$ cat config.mk
export PLATFORM = sky130hd
export DESIGN_NAME = mem_arbiter
export DESIGN_NICKNAME = d
export VERILOG_FILES = /design/src/rtl/mem_arbiter.sv
export SDC_FILE = /design/constraint.sdc
export NUM_CORES = 2
export LEC_CHECK = 0
export BUFFER_PORTS_ARGS = -buffer_cell sky130_fd_sc_hd__buf_2
export CAP_MARGIN = 20
export CORE_AREA = 2 2 641 643
export DETAILED_ROUTE_END_ITERATION = 16
export DIE_AREA = 0 0 643 645
export GPL_TIMING_DRIVEN = 0
export SYNTH_ARGS = -nofsm -noshare
export SYNTH_HDL_FRONTEND = slang
export SYNTH_SLANG_ARGS = --single-unit
$ cat constraint.sdc
create_clock -name clk_i -period 1.35 [get_ports clk_i]
set_input_delay 0.27 -clock clk_i [delete_from_list [all_inputs] [get_ports clk_i]]
set_output_delay 0.27 -clock clk_i [all_outputs]
set_load 0.01 [all_outputs]
$ cat src/rtl/mem_arbiter.sv
// Round-robin arbiter sharing one off-chip line port between icache (p0)
// and dcache (p1); one transaction in flight, single-cycle ack back.
module mem_arbiter #(
    parameter int ADDR_W = 32,
    parameter int DATA_W = 256
) (
    input  logic              clk_i,
    input  logic              rst_i,
    input  logic              p0_enable_i,
    input  logic              p0_write_i,
    input  logic [ADDR_W-1:0] p0_addr_i,
    input  logic [DATA_W-1:0] p0_data_i,
    output logic [DATA_W-1:0] p0_data_o,
    output logic              p0_ack_o,
    input  logic              p1_enable_i,
    input  logic              p1_write_i,
    input  logic [ADDR_W-1:0] p1_addr_i,
    input  logic [DATA_W-1:0] p1_data_i,
    output logic [DATA_W-1:0] p1_data_o,
    output logic              p1_ack_o,
    output logic              mem_enable_o,
    output logic              mem_write_o,
    output logic [ADDR_W-1:0] mem_addr_o,
    output logic [DATA_W-1:0] mem_data_o,
    input  logic [DATA_W-1:0] mem_data_i,
    input  logic              mem_ack_i
);

    typedef enum logic [1:0] {IDLE, BUSY, RESP} state_t;

    state_t state;
    logic   gnt_p1;
    logic   fav_p1;
    logic   pick_p1;

    always_comb begin
        pick_p1 = p1_enable_i & (fav_p1 | ~p0_enable_i);
    end

    // mem_write/addr/data_o are the transaction latches themselves
    always_ff @(posedge clk_i) begin
        if (rst_i) begin
            state        <= IDLE;
            gnt_p1       <= 1'b0;
            fav_p1       <= 1'b1;
            mem_enable_o <= 1'b0;
            mem_write_o  <= 1'b0;
            mem_addr_o   <= '0;
            mem_data_o   <= '0;
            p0_data_o    <= '0;
            p1_data_o    <= '0;
            p0_ack_o     <= 1'b0;
            p1_ack_o     <= 1'b0;
        end else begin
            p0_ack_o <= 1'b0;
            p1_ack_o <= 1'b0;
            unique case (state)
                IDLE: begin
                    if (p0_enable_i | p1_enable_i) begin
                        gnt_p1       <= pick_p1;
                        fav_p1       <= ~pick_p1;
                        mem_write_o  <= pick_p1 ? p1_write_i : p0_write_i;
                        mem_addr_o   <= pick_p1 ? p1_addr_i : p0_addr_i;
                        mem_data_o   <= pick_p1 ? p1_data_i : p0_data_i;
                        mem_enable_o <= 1'b1;
                        state        <= BUSY;
                    end
                end
                BUSY: begin
                    if (mem_ack_i) begin
                        mem_enable_o <= 1'b0;
                        if (gnt_p1) begin
                            p1_data_o <= mem_data_i;
                            p1_ack_o  <= 1'b1;
                        end else begin
                            p0_data_o <= mem_data_i;
                            p0_ack_o  <= 1'b1;
                        end
                        state <= RESP;
                    end
                end
                RESP: begin
                    state <= IDLE;
                end
                default: begin
                    state <= IDLE;
                end
            endcase
        end
    end

endmodule
# Word-level counts from Yosys, hierarchy flattened
# Index checks and enable logic that the tools add are counted.
[op_classes]
eq_ne = 3
muxes = 11
bitwise_logic = 8
n_reduce_logical = 8
[ops]
columns = ["operator", "n"]
rows = [
  ["256-bit 2-to-1 mux", 1],
  ["32-bit 2-to-1 mux", 1],
  ["3-bit AND reduction", 3],
  ["1-bit 2-to-1 mux", 5],
  ["1-bit inverter", 5],
  ["2-bit 2-to-1 mux", 2],
  ["2-bit != test (second input constant)", 2],
  ["2-bit case mux with 2 select lines", 1],
  ["2-bit AND reduction", 2],
  ["3-bit OR reduction", 1],
  ["2-bit by 1-bit == test with 1-bit output (second input constant)", 1],
  ["2-bit logical NOT", 1],
  ["1-bit OR", 2],
  ["1-bit case mux with 2 select lines", 1],
  ["2-bit nonzero test", 1],
  ["1-bit bitwise AND", 1],
]
[totals]
reg_bits = 808
in_bits = 839
out_inout_bits = 804
elab_cells = 41

# Depth between registers and ports, before layout
[depth]
word_depth = 4
ltp_mapped = 7
ltp_nobuf = 3

# Least setup slack after synthesis
# OpenSTA, ideal clock, no wires.
[synth_timing]
path_kind = "register -> register"
start = "register state[0]"
end = "register mem_addr_o[29]"
setup_time_ns = 0.133
arrival_time_ns = 1.237
t_required_ns = 1.217
path_slack_ns = -0.020
path_stages_with_launch = 7
n_path_buf = 3
synth_period_minus_slack_ns = 1.370
path_cell_list = "dfxtp_1 -> buf_6 -> or2_2 -> buf_6 -> clkbuf_2 -> o21ai_0 -> a31oi_1"
[synth_via]
elab_chain_cells = 2
[synth_rtl]
columns = ["element", "line_no", "text"]
rows = [
  ["start, declared", "31", "state_t state;"],
  ["start signal, assigned", "43", "state <= IDLE;"],
  ["start signal, assigned", "66", "state <= BUSY;"],
  ["start signal, assigned", "79", "state <= RESP;"],
  ["2-bit logical NOT", "57", "unique case (state)"],
  ["2-bit AND reduction (no line)", "--", ""],
  ["end signal, assigned", "63", "mem_addr_o <= pick_p1 ? p1_addr_i : p0_addr_i;"],
  ["end, declared", "23", "output logic [ADDR_W-1:0] mem_addr_o,"],
]
# Every way passes these cells.
# A chain may end at the register's enable or synchronous reset.

# Worst setup path in the final report
[layout_timing]
start = "register state[1]"
end = "register mem_data_o[183]"
[layout_via]
elab_chain_cells = 2
[layout_rtl]
columns = ["element", "line_no", "text"]
rows = [
  ["2-bit logical NOT", "57", ""],
  ["2-bit AND reduction (no line)", "--", ""],
  ["end signal, assigned", "64", "mem_data_o <= pick_p1 ? p1_data_i : p0_data_i;"],
  ["end, declared", "24", "output logic [DATA_W-1:0] mem_data_o,"],
]
# Every way passes these cells.

==> results.yml <==
routing:
  postRouteAntennaNets: 0
  drc: 0
  first_pass_iters: 6
  drt-initial-drc-count: 4725
  wirelength_mm: 390
  wl_per_cell_um: 31.5
  vias: 46533
  viasPerCell: 3.77
global_routing:
  antenna_found_initial: 250
  track_usage_pct: 17.7
  overflow: 0
  grt_pass1_vias: 42937
  grt_pass1_wl_mm: 476
  grt_max_degree: 17
synth:
  ys.warnings.count: 0
  synth_edf_count: 0
  ys_seq_elements: 808
  synth_top_area_cell: "dfxtp_1"
  synth_cell_types: 28
  syn_area_per_cell_um2: 8.00
  syn-num-nets: 4824
  netlist_area_um2: 31900
  seq_area_frac_synth_pct: 50.8
  yosys-top-cells-area: "dfxtp_1, nand2_1, nand4_1"
  syn_inst: 3985
  synth_top_flop_cell: "dfxtp_1"
  synthArstFlopShare_pct: 0
  synth_top_area_share_pct: 50.8
outcome:
  status: "finished, violations left"
  violations: "negative setup slack"
clocking:
  cts_tree: "built"
  clk_latency_ns: 0.89
  numCtsBuffers: 106
  clk_pin_slew_ns: 0.06
  cts-root-buf: "clkbuf_16"
  clock-sinks: 808
  cts_buffer_depth: 4
  htree_num_levels: 3
setup_path:
  cp_top_family: "simple AND/OR/NAND/NOR gates"
  startpoint_type: "flip-flop"
  critPathMaxStageDelay_ns: 0.60
  critPathKind: "reg2reg"
  endpoint_kind: "flip-flop"
  worst_path_max_delay_cell: "nand4_1"
  cp_num_buf_inv: 5
  critical_path_arrival_ns: 2.98
  crit_top_cell: "buf_12"
  cp.required_ns: 2.06
  reg2reg_slack_ns: -0.92
  worstPathCellList: "nor2_4 > buf_12 > buf_16 > buf_12 > buf_12 > buf_6 > nand4_1 > a31oi_1"
  worstPathMaxFanout: 6
power_and_ir_drop:
  power_switching_uw: 24000
  peakVddDrop_mv: 1.02
  clkPwrFrac_pct: 40.8
  total_power_uw: 72700
  pwr_density_cell_nw_per_um2: 1160
  power.leakage_uw: 0.0247
  combPwrFrac_pct: 23.6
  p_seq_share_pct: 35.7
  p_sw_share_pct: 33.0
  p_int_uw: 48700
sta:
  hold_viol: 0
  setup_viol: 1611
  grt_setup_unrepaired: "yes"
  fin_crit_sh_pct: 168
  clock_skew_ns: 0.0842
  slew_headroom_pct: 41.7
  finalMaxSlewViolations: 0
  post-route-min-period_ns: 2.27
  worstMarginPinSlew_ns: 0.872
  fmax_ghz: 0.441
  setup_ws_ns: -0.916
floorplan:
  boundaryPins: 1643
  initial_utilization_pct: 7.81
  die_area_um2: 415000
  die_w_um: 643
  die_y_um: 645
  rows: 235
  core_area_um2: 408000
place:
  dp_slack_ns: -2.48
  io_buffers: 1640
  gp_congestion: 1.03
  dp_hpwl_mm: 334
cells_and_area:
  synthToLayoutAreaGrowth_pct: 96.2
  n_fill_cell: 46708
  nNetsFinal: 7516
  layout-drive-gt1-share_pct: 33.8
  seq_area_um2: 16200
  multi_input_area_um2: 13600
  final_util_pct: 15.3
job:
  max_cap_violations: 0
hold_path:
  hp-class: "in2reg"
## power groups by stage
stage	Sequential, uW	Clock, uW	Combinational (uW)
6_report	25900	29600	17100
5_1_grt	26000	31100	17900
4_1_cts	25900	30300	16000
3_5_place_dp	26400	0	12400
3_3_place_gp	26300	0	12300
2_1_floorplan	26800	0	3970
## routing by layer
metal / vias up / GRT usage [%] / wire [um]
li1: 19913 / - / -
met4: 120 / 10.3 / 28800
met2: 3127 / 29.3 / 179000
met1: 22311 / 19.3 / 141000
met5: - / 0 / 817
met3: 1062 / 6.57 / 39800
## sequential cells by signal (all words and copies together) (netlist names)
signal / flops
fav_p1: 1
gnt_p1: 1
mem_addr_o: 32
mem_data_o: 256
mem_enable_o: 1
mem_write_o: 1
p0_ack_o: 1
p0_data_o: 256
p1_ack_o: 1
p1_data_o: 256
state: 2
## synthesized netlist by cell type, drive strengths merged (5+ instances only)
library cell	n
o21ai	291
buf	206
dfxtp	808
a21oi	515
a31oi	289
clkbuf	256
nor2	5
nand2	1026
nand4	578
## repair_timing
action,4_1_cts,5_1_grt
endpoints found under the setup margin,1612,1612
hold buffers,821,0
endpoints found under the hold margin,804,0
gates cloned,9,23
setup buffers,35,62
pin swaps,110,160
gates resized for setup,286,323
## through the flow
step                instances  instance area (um2)  hold slack, ns  TNS (ns)
floorplan                3985                31900           0.406     -5.70
global placement        11076                46900           0.441  -1425.22
detailed placement      11083                47000           0.443  -1207.71
CTS                     12130                60400         0.00833   -750.41
global route            12283                62400          0.0322   -747.32
finish                  12353                62500          0.0144   -624.17
## cell usage in the layout (no fill, tap or decap), types with 2 or more instances in the layout
| cell type | synthesis | routed |
|---|---|---|
| o21ai_1 | 1 | 12 |
| buf_6 | 17 | 52 |
| clkbuf_8 | 10 | 38 |
| nand2_2 | 1 | 22 |
| inv_6 | 0 | 5 |
| buf_12 | 0 | 59 |
| dfxtp_2 | 0 | 5 |
| clkinvlp_4 | 0 | 4 |
| bufinv_16 | 0 | 7 |
| buf_2 | 170 | 1731 |
| diode_2 | 0 | 149 |
| nand4_1 | 578 | 578 |
| clkinv_4 | 0 | 3 |
| a21oi_2 | 0 | 11 |
| a21oi_1 | 515 | 504 |
| o21ai_0 | 290 | 277 |
| dfxtp_1 | 808 | 800 |
| buf_16 | 0 | 16 |
| clkbuf_16 | 0 | 133 |
| clkbuf_2 | 29 | 48 |
| buf_8 | 0 | 39 |
| dfxtp_4 | 0 | 3 |
| clkbuf_4 | 0 | 15 |
| clkbuf_1 | 217 | 178 |
| inv_8 | 0 | 5 |
| nor2_1 | 4 | 4 |
| buf_4 | 13 | 60 |
| clkinv_2 | 0 | 12 |
| a31oi_1 | 289 | 289 |
| bufbuf_16 | 0 | 2 |
| dlygate4sd3_1 | 0 | 821 |
| nand2_4 | 0 | 2 |
| nand2_1 | 1025 | 999 |
| nand2_8 | 0 | 3 |
## path summary, 6_finish.rpt
check                       from              end  cells after the start
setup / recovery        state[1]  mem_data_o[183]                      8
hold / removal    p1_data_i[221]  mem_data_o[221]                      3
hold reg to reg    p0_data_o[96]    p0_data_o[96]                      2
setup reg to reg        state[1]  mem_data_o[183]                      8
## area by class of cell
class,instances,share of cell area [%]
Buffer,454,5.53
Antenna cell,149,0.596
Sequential cell,808,25.9
Tap cell,5451,10.9
Clock buffer,146,4.82
Multi-Input combinational cell,2715,21.8
Timing Repair Buffer,2592,29.7
Clock inverter,38,0.740
## worst min-delay path, delay by kind of cell
| family | cells | cell delay [ns] |
|---|---|---|
| buffers and inverters | 1 | 0.11 |
| AND/OR/NAND/NOR | 1 | 0.24 |
| AO/OA/AOI/OAI | 1 | 0.13 |
## logic make-up after synthesis
kind of cell / count (synthesis) / share of synthesized area, %
AO/OA/AOI/OAI: 1097 / 18.4
flip-flops: 808 / 50.8
buffers and inverters: 462 / 7.09
AND/OR/NAND/NOR: 1618 / 23.8
Power figures use the tool's default switching activity.
